`src/rtl/uart_pkg.sv`:
```
// Shared UART definitions: receiver FSM states, data width and the default bit period
// used by both uart_rx and uart_tx.
package uart_pkg;

  localparam int UART_DATA_W      = 8;
  localparam int UART_CLK_PER_BIT = 400;

  typedef enum logic [2:0] {
    IDLE,
    START,
    DATA,
    PARITY,
    STOP,
    BREAK
  } uart_state_e;

endpackage

```
`src/rtl/uart_rx_if.sv`:
```
// Receive-side byte handshake between uart_rx (master) and its consumer (slave).
// The perr pulse exists only when UART_RX_PARITY_EN is defined.
interface uart_rx_if;
  import uart_pkg::*;

  logic [UART_DATA_W-1:0] rdata;
  logic                   rx_valid;
  logic                   rx_ack;
  logic                   ferr;
  logic                   overrun;
`ifdef UART_RX_PARITY_EN
  logic                   perr;
`endif

`ifdef UART_RX_PARITY_EN
  modport master (output rdata, rx_valid, ferr, overrun, perr, input rx_ack);
  modport slave  (input rdata, rx_valid, ferr, overrun, perr, output rx_ack);
`else
  modport master (output rdata, rx_valid, ferr, overrun, input rx_ack);
  modport slave  (input rdata, rx_valid, ferr, overrun, output rx_ack);
`endif

endinterface

```
`src/rtl/uart_sync2.sv`:
```
// Two-flop synchronizer for a single asynchronous input; both flops reset to RST_VAL
// so an idle-high line does not look like a falling edge after reset.
module uart_sync2 #(
  parameter logic RST_VAL = 1'b1
) (
  input  logic clk,
  input  logic rst,
  input  logic d_i,
  output logic q_o
);

  logic meta_q;
  logic sync_q;

  // NOTE: non-blocking assignments keep the two stages as distinct flops; blocking would collapse them.
  always_ff @(posedge clk) begin
    if (rst) begin
      meta_q <= RST_VAL;
      sync_q <= RST_VAL;
    end else begin
      meta_q <= d_i;
      sync_q <= meta_q;
    end
  end

  assign q_o = sync_q;

endmodule

```
`src/rtl/uart_rx.sv`:
```
// 8N1 UART receiver with a one-entry valid/ack output register, framing and overrun pulses.
// Define UART_RX_PARITY_EN to add an even-parity bit and the perr pulse.
module uart_rx
  import uart_pkg::*;
#(
  parameter int CLK_PER_BIT = UART_CLK_PER_BIT
) (
  input  logic      clk,
  input  logic      rst,
  input  logic      rxd,
  uart_rx_if.master rx_if
);

  localparam int CNT_W = $clog2(CLK_PER_BIT);
  localparam logic [CNT_W-1:0] HALF_M1 = CNT_W'(CLK_PER_BIT / 2 - 1);
  localparam logic [CNT_W-1:0] FULL_M1 = CNT_W'(CLK_PER_BIT - 1);

  logic                   rxd_sync;
  logic                   rxs_q;
  uart_state_e            state_q;
  logic [CNT_W-1:0]       cnt_q;
  logic [2:0]             bit_q;
  logic [UART_DATA_W-1:0] shift_q;
  logic [UART_DATA_W-1:0] rdata_q;
  logic                   valid_q;
  logic                   ferr_q;
  logic                   overrun_q;
`ifdef UART_RX_PARITY_EN
  logic                   par_q;
  logic                   perr_q;
`endif

  uart_sync2 #(.RST_VAL(1'b1)) u_sync (
    .clk (clk),
    .rst (rst),
    .d_i (rxd),
    .q_o (rxd_sync)
  );

  always_ff @(posedge clk) begin
    if (rst) begin
      rxs_q     <= 1'b1;
      state_q   <= IDLE;
      cnt_q     <= '0;
      bit_q     <= '0;
      shift_q   <= '0;
      rdata_q   <= '0;
      valid_q   <= 1'b0;
      ferr_q    <= 1'b0;
      overrun_q <= 1'b0;
`ifdef UART_RX_PARITY_EN
      par_q     <= 1'b0;
      perr_q    <= 1'b0;
`endif
    end else begin
      // Extra retiming stage: rxs falls at T0+2, so START is entered at T0+3.
      rxs_q     <= rxd_sync;
      // NOTE: pulses default low each cycle; a later assignment in this block wins for one cycle.
      ferr_q    <= 1'b0;
      overrun_q <= 1'b0;
`ifdef UART_RX_PARITY_EN
      perr_q    <= 1'b0;
`endif
      if (rx_if.rx_ack && valid_q) valid_q <= 1'b0;

      unique case (state_q)
        IDLE: begin
          if (!rxs_q) begin
            cnt_q   <= '0;
            state_q <= START;
          end
        end
        START: begin
          if (cnt_q == HALF_M1) begin
            cnt_q   <= '0;
            bit_q   <= '0;
            state_q <= rxs_q ? IDLE : DATA;
          end else begin
            cnt_q <= cnt_q + 1'b1;
          end
        end
        DATA: begin
          if (cnt_q == FULL_M1) begin
            cnt_q   <= '0;
            shift_q <= {rxs_q, shift_q[UART_DATA_W-1:1]};
            bit_q   <= bit_q + 3'd1;
            if (bit_q == 3'd7) begin
`ifdef UART_RX_PARITY_EN
              state_q <= PARITY;
`else
              state_q <= STOP;
`endif
            end
          end else begin
            cnt_q <= cnt_q + 1'b1;
          end
        end
`ifdef UART_RX_PARITY_EN
        PARITY: begin
          if (cnt_q == FULL_M1) begin
            cnt_q   <= '0;
            par_q   <= rxs_q;
            state_q <= STOP;
          end else begin
            cnt_q <= cnt_q + 1'b1;
          end
        end
`endif
        STOP: begin
          if (cnt_q == FULL_M1) begin
            cnt_q <= '0;
            if (!rxs_q) begin
              ferr_q  <= 1'b1;
              state_q <= BREAK;
            end else begin
              state_q <= IDLE;
`ifdef UART_RX_PARITY_EN
              if ((^shift_q) != par_q) begin
                perr_q <= 1'b1;
              end else
`endif
              if (!valid_q || rx_if.rx_ack) begin
                rdata_q <= shift_q;
                valid_q <= 1'b1;
              end else begin
                overrun_q <= 1'b1;
              end
            end
          end else begin
            cnt_q <= cnt_q + 1'b1;
          end
        end
        BREAK: begin
          if (rxs_q) state_q <= IDLE;
        end
        default: state_q <= IDLE;
      endcase
    end
  end

  assign rx_if.rdata    = rdata_q;
  assign rx_if.rx_valid = valid_q;
  assign rx_if.ferr     = ferr_q;
  assign rx_if.overrun  = overrun_q;
`ifdef UART_RX_PARITY_EN
  assign rx_if.perr     = perr_q;
`endif

endmodule

```
`src/flat_wrapper.sv`:
```
// flat-port wrapper written by rule: the top's interface ports become plain ports
module uart_rx_flat import uart_pkg::*;
#(
  parameter int CLK_PER_BIT = UART_CLK_PER_BIT
)
  (clk, rst, rxd, rx_if_rdata, rx_if_rx_valid, rx_if_ferr, rx_if_overrun, rx_if_rx_ack);
  uart_rx_if rx_if_i ();
  input  logic clk;
  input  logic rst;
  input  logic rxd;
  output wire logic [$bits(rx_if_i.rdata)-1:0] rx_if_rdata;
  output wire logic [$bits(rx_if_i.rx_valid)-1:0] rx_if_rx_valid;
  output wire logic [$bits(rx_if_i.ferr)-1:0] rx_if_ferr;
  output wire logic [$bits(rx_if_i.overrun)-1:0] rx_if_overrun;
  input wire logic [$bits(rx_if_i.rx_ack)-1:0] rx_if_rx_ack;
  assign rx_if_rdata = rx_if_i.rdata;
  assign rx_if_rx_valid = rx_if_i.rx_valid;
  assign rx_if_ferr = rx_if_i.ferr;
  assign rx_if_overrun = rx_if_i.overrun;
  assign rx_if_i.rx_ack = rx_if_rx_ack;
  uart_rx #(.CLK_PER_BIT(CLK_PER_BIT)) u_core (.clk(clk), .rst(rst), .rxd(rxd), .rx_if(rx_if_i));
endmodule
```
`config.mk`:
```
export PLATFORM = sky130hd
export DESIGN_NAME = uart_rx_flat
export DESIGN_NICKNAME = d
export VERILOG_FILES = /design/src/rtl/uart_pkg.sv /design/src/rtl/uart_rx_if.sv /design/src/rtl/uart_sync2.sv /design/src/rtl/uart_rx.sv /design/src/flat_wrapper.sv
export SDC_FILE = /design/constraint.sdc
export NUM_CORES = 1
export LEC_CHECK = 0
export ABC_AREA = 0
export BUFFER_PORTS_ARGS = -buffer_cell sky130_fd_sc_hd__buf_2
export CAP_MARGIN = 15
export CORE_MARGIN = 8
export CORE_UTILIZATION = 42
export CTS_BUF_LIST = sky130_fd_sc_hd__clkbuf_8
export DETAILED_ROUTE_END_ITERATION = 10
export HOLD_SLACK_MARGIN = 0.15
export PLACE_DENSITY = 0.68
export SYNTH_ARGS = -nofsm -noshare
export SYNTH_HDL_FRONTEND = slang
export SYNTH_SLANG_ARGS = --single-unit
```
`constraint.sdc`:
```
create_clock -name clk -period 2.2 [get_ports clk]
set_input_delay 0.44 -clock clk [delete_from_list [all_inputs] [get_ports clk]]
set_output_delay 0.44 -clock clk [all_outputs]
set_load 0.02 [all_outputs]
```
; After elaboration in Yosys (flattened, before gate mapping)
; Index checks and enable logic that the tools add are counted.
; Widths: inputs -> output; s select.
[op_classes]
addsub = 2
multipliers = 0
div = 0
magnitude_cmp = 0
eq_ne = 13
shift = 0
mux = 23
n_bitwise = 3
n_reduce_logical = 14
[op_table]
columns = op, n
row1 = $mux 3, 9
row2 = $mux 9, 3
row3 = $pmux 9 s3, 1
row4 = $pmux 3 s5, 1
row5 = $ne 2x1->1 const B, 5
row6 = $add 9x1->9 const B, 1
row7 = $eq 3x3->1 const B, 3
row8 = $eq 9x8->1 const B, 1
row9 = $eq 9x9->1 const B, 1
row10 = $mux 1, 7
row11 = $pmux 3 s2, 1
row12 = $reduce_and 6->1, 1
row13 = $reduce_and 2->1, 2
row14 = $reduce_and 4->1, 1
row15 = $reduce_or 4->1, 1
row16 = $add 3x1->3 const B, 1
row17 = $eq 3x1->1 const B, 1
row18 = $eq 3x2->1 const B, 1
row19 = $logic_not 3->1, 1
row20 = $not 1->1, 3
row21 = $reduce_and 3->1, 1
row22 = $reduce_bool 3->1, 1
row23 = $reduce_or 3->1, 1
row24 = $mux 2, 1
row25 = other kinds (6), 6
[totals]
reg_bits = 37
latchBits = 0
ramBits = 0
mem_bits_ro = 0
output_inout_bits = 11
word_cells = 66
mem_count = 0

; Logic depth before layout (Yosys ltp)
[depth]
ltp_word = 6
mapped_depth = 7
ltp_nobuf = 5

; Cells and area by module
; Synthesis repeated with hierarchy kept, for this count alone.
[unflattened]
cells_unflattened = 202
hier_area_um2 = 1795.5
[modules_own_cells]
columns = module, n_inst, cells_per_inst, area_each_um2, seq_area_each_um2
row1 = uart_rx, 1, 198, 1742.9, 700.7
row2 = uart_sync2, 1, 4, 52.6, 40.0

; Worst setup path before layout
; OpenSTA, ideal clock, no wires.
[synth_path]
kind = register -> register
startpoint = register u_core.cnt_q[0]
endpoint = register u_core.state_q[0]
arrival_ns = 1.479
required_ns = 2.085
slack_ns = 0.607
stages_incl_launch_ff = 7
path_buffers = 1
period_less_slack_ns = 1.593
path_cell_list = dfxtp_1 -> ha_1 -> and4bb_2 -> nor3_2 -> buf_2 -> nor3_1 -> o21a_1
[synth_via]
elab_chain_len = 3
elab_cells_between_ends = 6
cone_classes = 5 x eq/ne / 1 x reduce/logical
[synth_lines]
columns = item, line
row1 = "start, declared", uart_rx.sv:21  ; logic [CNT_W-1:0] cnt_q;
row2 = "start signal, assigned", uart_rx.sv:79  ; cnt_q <= cnt_q + 1'b1;
row3 = "start signal, assigned", uart_rx.sv:95  ; cnt_q <= cnt_q + 1'b1;
row4 = "start signal, assigned", uart_rx.sv:130  ; cnt_q <= cnt_q + 1'b1;
row5 = $eq 9x9->1 or $eq 9x8->1 (tied branches), "uart_rx.sv:83, uart_rx.sv:110, uart_rx.sv:74"
row6 = $ne 2x1->1 (no source line), --
row7 = $reduce_and 6->1 (no source line) *, --
row8 = "end signal, assigned", uart_rx.sv:77  ; state_q <= rxs_q ? IDLE : DATA;
row9 = "end, declared", uart_rx.sv:20  ; uart_state_e state_q;
; Mark *: on every way between the ends. The rest lies on a longest branch, timed or not.
; A chain may end at the register's enable or synchronous reset.

; Final worst setup path
[layout_path]
startpoint = register u_core.state_q[0]
endpoint = register u_core.cnt_q[5]
[layout_via]
elab_chain_len = 4
elab_cells_between_ends = 9
cone_classes = 4 x eq/ne / 1 x mux / 4 x reduce/logical
[layout_lines]
columns = item, line
row1 = $eq 3x2->1 or $eq 3x3->1 (tied branches), uart_rx.sv:66  ; unique case (state_q)
row2 = $reduce_or 2->1 (no source line), --
row3 = $reduce_bool 3->1 (no source line), --
row4 = $reduce_and 2->1 (no source line), --
; Several ways; a longest one is shown, not always the timed one.

==> impl_metrics.csv <==
group,metric,value,unit
outcome,status,"completed",
placement,dp_hpwl,2340,um
sta,fin_crit,1.94,ns
synth,ys_seq_elements,37,
critical_path,endpoint_kind,"register",
synth,syn_nets,202,
synth,synthArstFlopShare,0,
critical_path,required,2.39,ns
floorplan,core_area,3970,um2
global_routing,grt_overflow,0,
pwr,power_frac_comb,0.038,
worst_hold_path,hp-class,"input port to register",
pwr,finalPower,1.22,mW
final_layout,nets,215,
global_routing,grt_pass1_wl,6160,um
pwr,p_switching,0.274,mW
critical_path,cp-start-kind,"register",
clocking,ctsHoldBuffers,0,
global_routing,grt_max_degree,25,
floorplan,io_pins,15,
final_layout,fillers,400,
final_layout,antenna_cells,0,
clocking,cts_max_level,2,
sta,slew_headroom,0.577,
placement,placed_cell_area,1820,um2
pwr,p_leak,0.761,nW
sta,final_max_slew_viol_count,0,
sta,max_freq,514,MHz
critical_path,crit_fanout,13,
floorplan,dieWidth,79.9,um
sta,hold_viol_final,0,
global_routing,grt_use_total,0.117,
clocking,root_buffer,"clkbuf_8",
final_layout,regArea,741,um2
clocking,clockBufferDepth,2,
final_layout,multi_input_area,897,um2
sta,fin_skew,0.00342,ns
sta,hold_ws,0.334,ns
sta,fin_crit_sh,0.884,
pwr,internal-power,0.944,mW
synth,syn_area,1710,um2
clocking,postCtsResizedCells,0,
pwr,pwr-share-seq,0.557,
synth,synth_edf_count,0,
sta,final.setup.tns,0,ns
synth,synthFlopType,"dfxtp_1",
synth,yosys_warnings,0,
synth,yosys.area.top_type,"dfxtp_1",
final_layout,layout_common_cells,"dfxtp_1, nand2_1, a21oi_1",
floorplan,dieHeight,79.9,um
final_layout,final_util,0.482,
final_layout,layout-drive-gt1-share,0.172,
synth,synthCells,195,
route,routed_via_density,5.48,
floorplan,start_util,0.432,
placement,dp_slack,0.312,ns
placement,routabilityCongestion,0.826,
pwr,sw_frac_of_total,0.225,
route,drc,0,
clocking,cts_tree,"done",
route,wl_per_cell,13.1,um
clocking,cts_inserted_buffers,5,
sta,rsz0062_at_grt,"false",
pwr,clkPwrFrac,0.405,
final_layout,stdcell_count,259,
final_layout,syn2layout_area_growth,11.8,%
placement,io_buffers,14,
placement,dp_cells,251,
sta,setup_violations,0,
global_routing,grt_pass1_vias,1359,
critical_path,critPathKind,"register to register",
critical_path,worstPathArrival,2.13,ns
route,vias,1419,
job,maxCapViolations,0,
clocking,cts_setup_buffers,0,
route,routed_wl,3390,um
synth,synth_top_area_share,0.432,
global_routing,antenna_found_initial,0,
final_layout,layout_commonest_cell,"dfxtp_1",
synth,ys_top_cells_by_area,"dfxtp_1, a21oi_1, mux2i_1",
sta,worst_slew_pin_slew,0.618,ns
synth,ys_types,48,
route,dr.pass1.iters,4,
synth,syn_area_per_cell,8.79,um2
synth,synth-seq-area-share,0.432,
floorplan,fp-row-count,23,
clocking,clk_pin_slew,0.07,ns
pwr,irDropWorstVdd,0.000400,V
sta,setup_slack,0.256,ns
clocking,clock-sinks,37,
route,drtIter0Drc,106,
route,antenna_left,0,
floorplan,dieArea,6380,um2
clocking,clk_latency,0.28,ns
final_layout,stdcell_area,1920,um2
pwr,pwr_density_cell,636,nW/um2
==> registers in the layout (all words and copies together), names as in the netlist <==
| name | cells |
|---|---|
| u_core.rx_if.rx_valid | 1 |
| u_core.shift_q | 8 |
| u_core.cnt_q | 9 |
| u_core.state_q | 3 |
| u_core.rx_if.rdata | 8 |
| u_core.rx_if.ferr | 1 |
| u_core.bit_q | 3 |
| u_core.rxs_q | 1 |
| u_core.u_sync.meta_q | 1 |
| u_core.rx_if.overrun | 1 |
| u_core.u_sync.q_o | 1 |
==> final timing paths <==
kind / from / to / slack (ns) / cells after the start
max: u_core.state_q[0] / u_core.cnt_q[5] / 0.26 / 4
min: rxd / u_core.u_sync.meta_q / 0.33 / 2
max reg2reg: u_core.state_q[0] / u_core.cnt_q[5] / 0.26 / 4
min reg2reg: u_core.u_sync.meta_q / u_core.u_sync.q_o / 0.41 / 1
==> per-layer routing <==
layer,global-route usage,vias up,routed length [um],part of all wire
met4,0.0345,0,29,0.0085
met2,0.179,19,1500,0.44
li1,-,739,-,-
met1,0.151,657,1740,0.51
met5,0,-,0,0
met3,0.0383,4,120,0.035
==> critical path: stages (launching register included) <==
cell	delay, ns
dfxtp_1	0.56
or3b_4	0.45
o32ai_2	0.30
o21ai_1	0.24
o311ai_1	0.31
==> synth_stat cells (all sizes together), types with 2 or more instances <==
master	instances
nand3	15
or3	3
o21ai	17
o2111ai	3
o211ai	2
and4bb	2
inv	3
nand4	3
mux2i	8
buf	8
nor2b	3
nand2b	2
nor3	6
clkbuf	5
nand2	17
dfxtp	37
or2	4
nor2	10
or4	3
o311ai	3
ha	3
xor2	2
a21oi	16
==> power by group through the flow <==
stage                     clock network (mW)  registers, mW  logic [mW]
after floorplan                            0          0.692      0.0315
after global placement                     0          0.694      0.0467
after detailed placement                   0          0.694      0.0468
after CTS                              0.512          0.678      0.0469
after global routing                   0.545          0.679      0.0519
final                                  0.493          0.678      0.0469
==> layout make-up <==
cell class / instances / area share
flip-flops and latches: 37 / 0.387
multi-input cells: 142 / 0.468
inverters: 3 / 0.00588
repair buffers: 19 / 0.0562
well taps: 50 / 0.0327
clock inverters: 2 / 0.00718
clock buffers: 6 / 0.0431
==> cells by family after synthesis <==
kind of cell,after synthesis,share of synthesized area
xor gates and xnor gates,3,0.0153
and+or+nand+nor,76,0.245
buffers and inverters,16,0.0445
DFF,37,0.432
AOI/OAI and AO/OA,51,0.189
muxes,8,0.0467
adders and majority gates,4,0.0277
No activity file was read; power rests on OpenSTA's default activity.
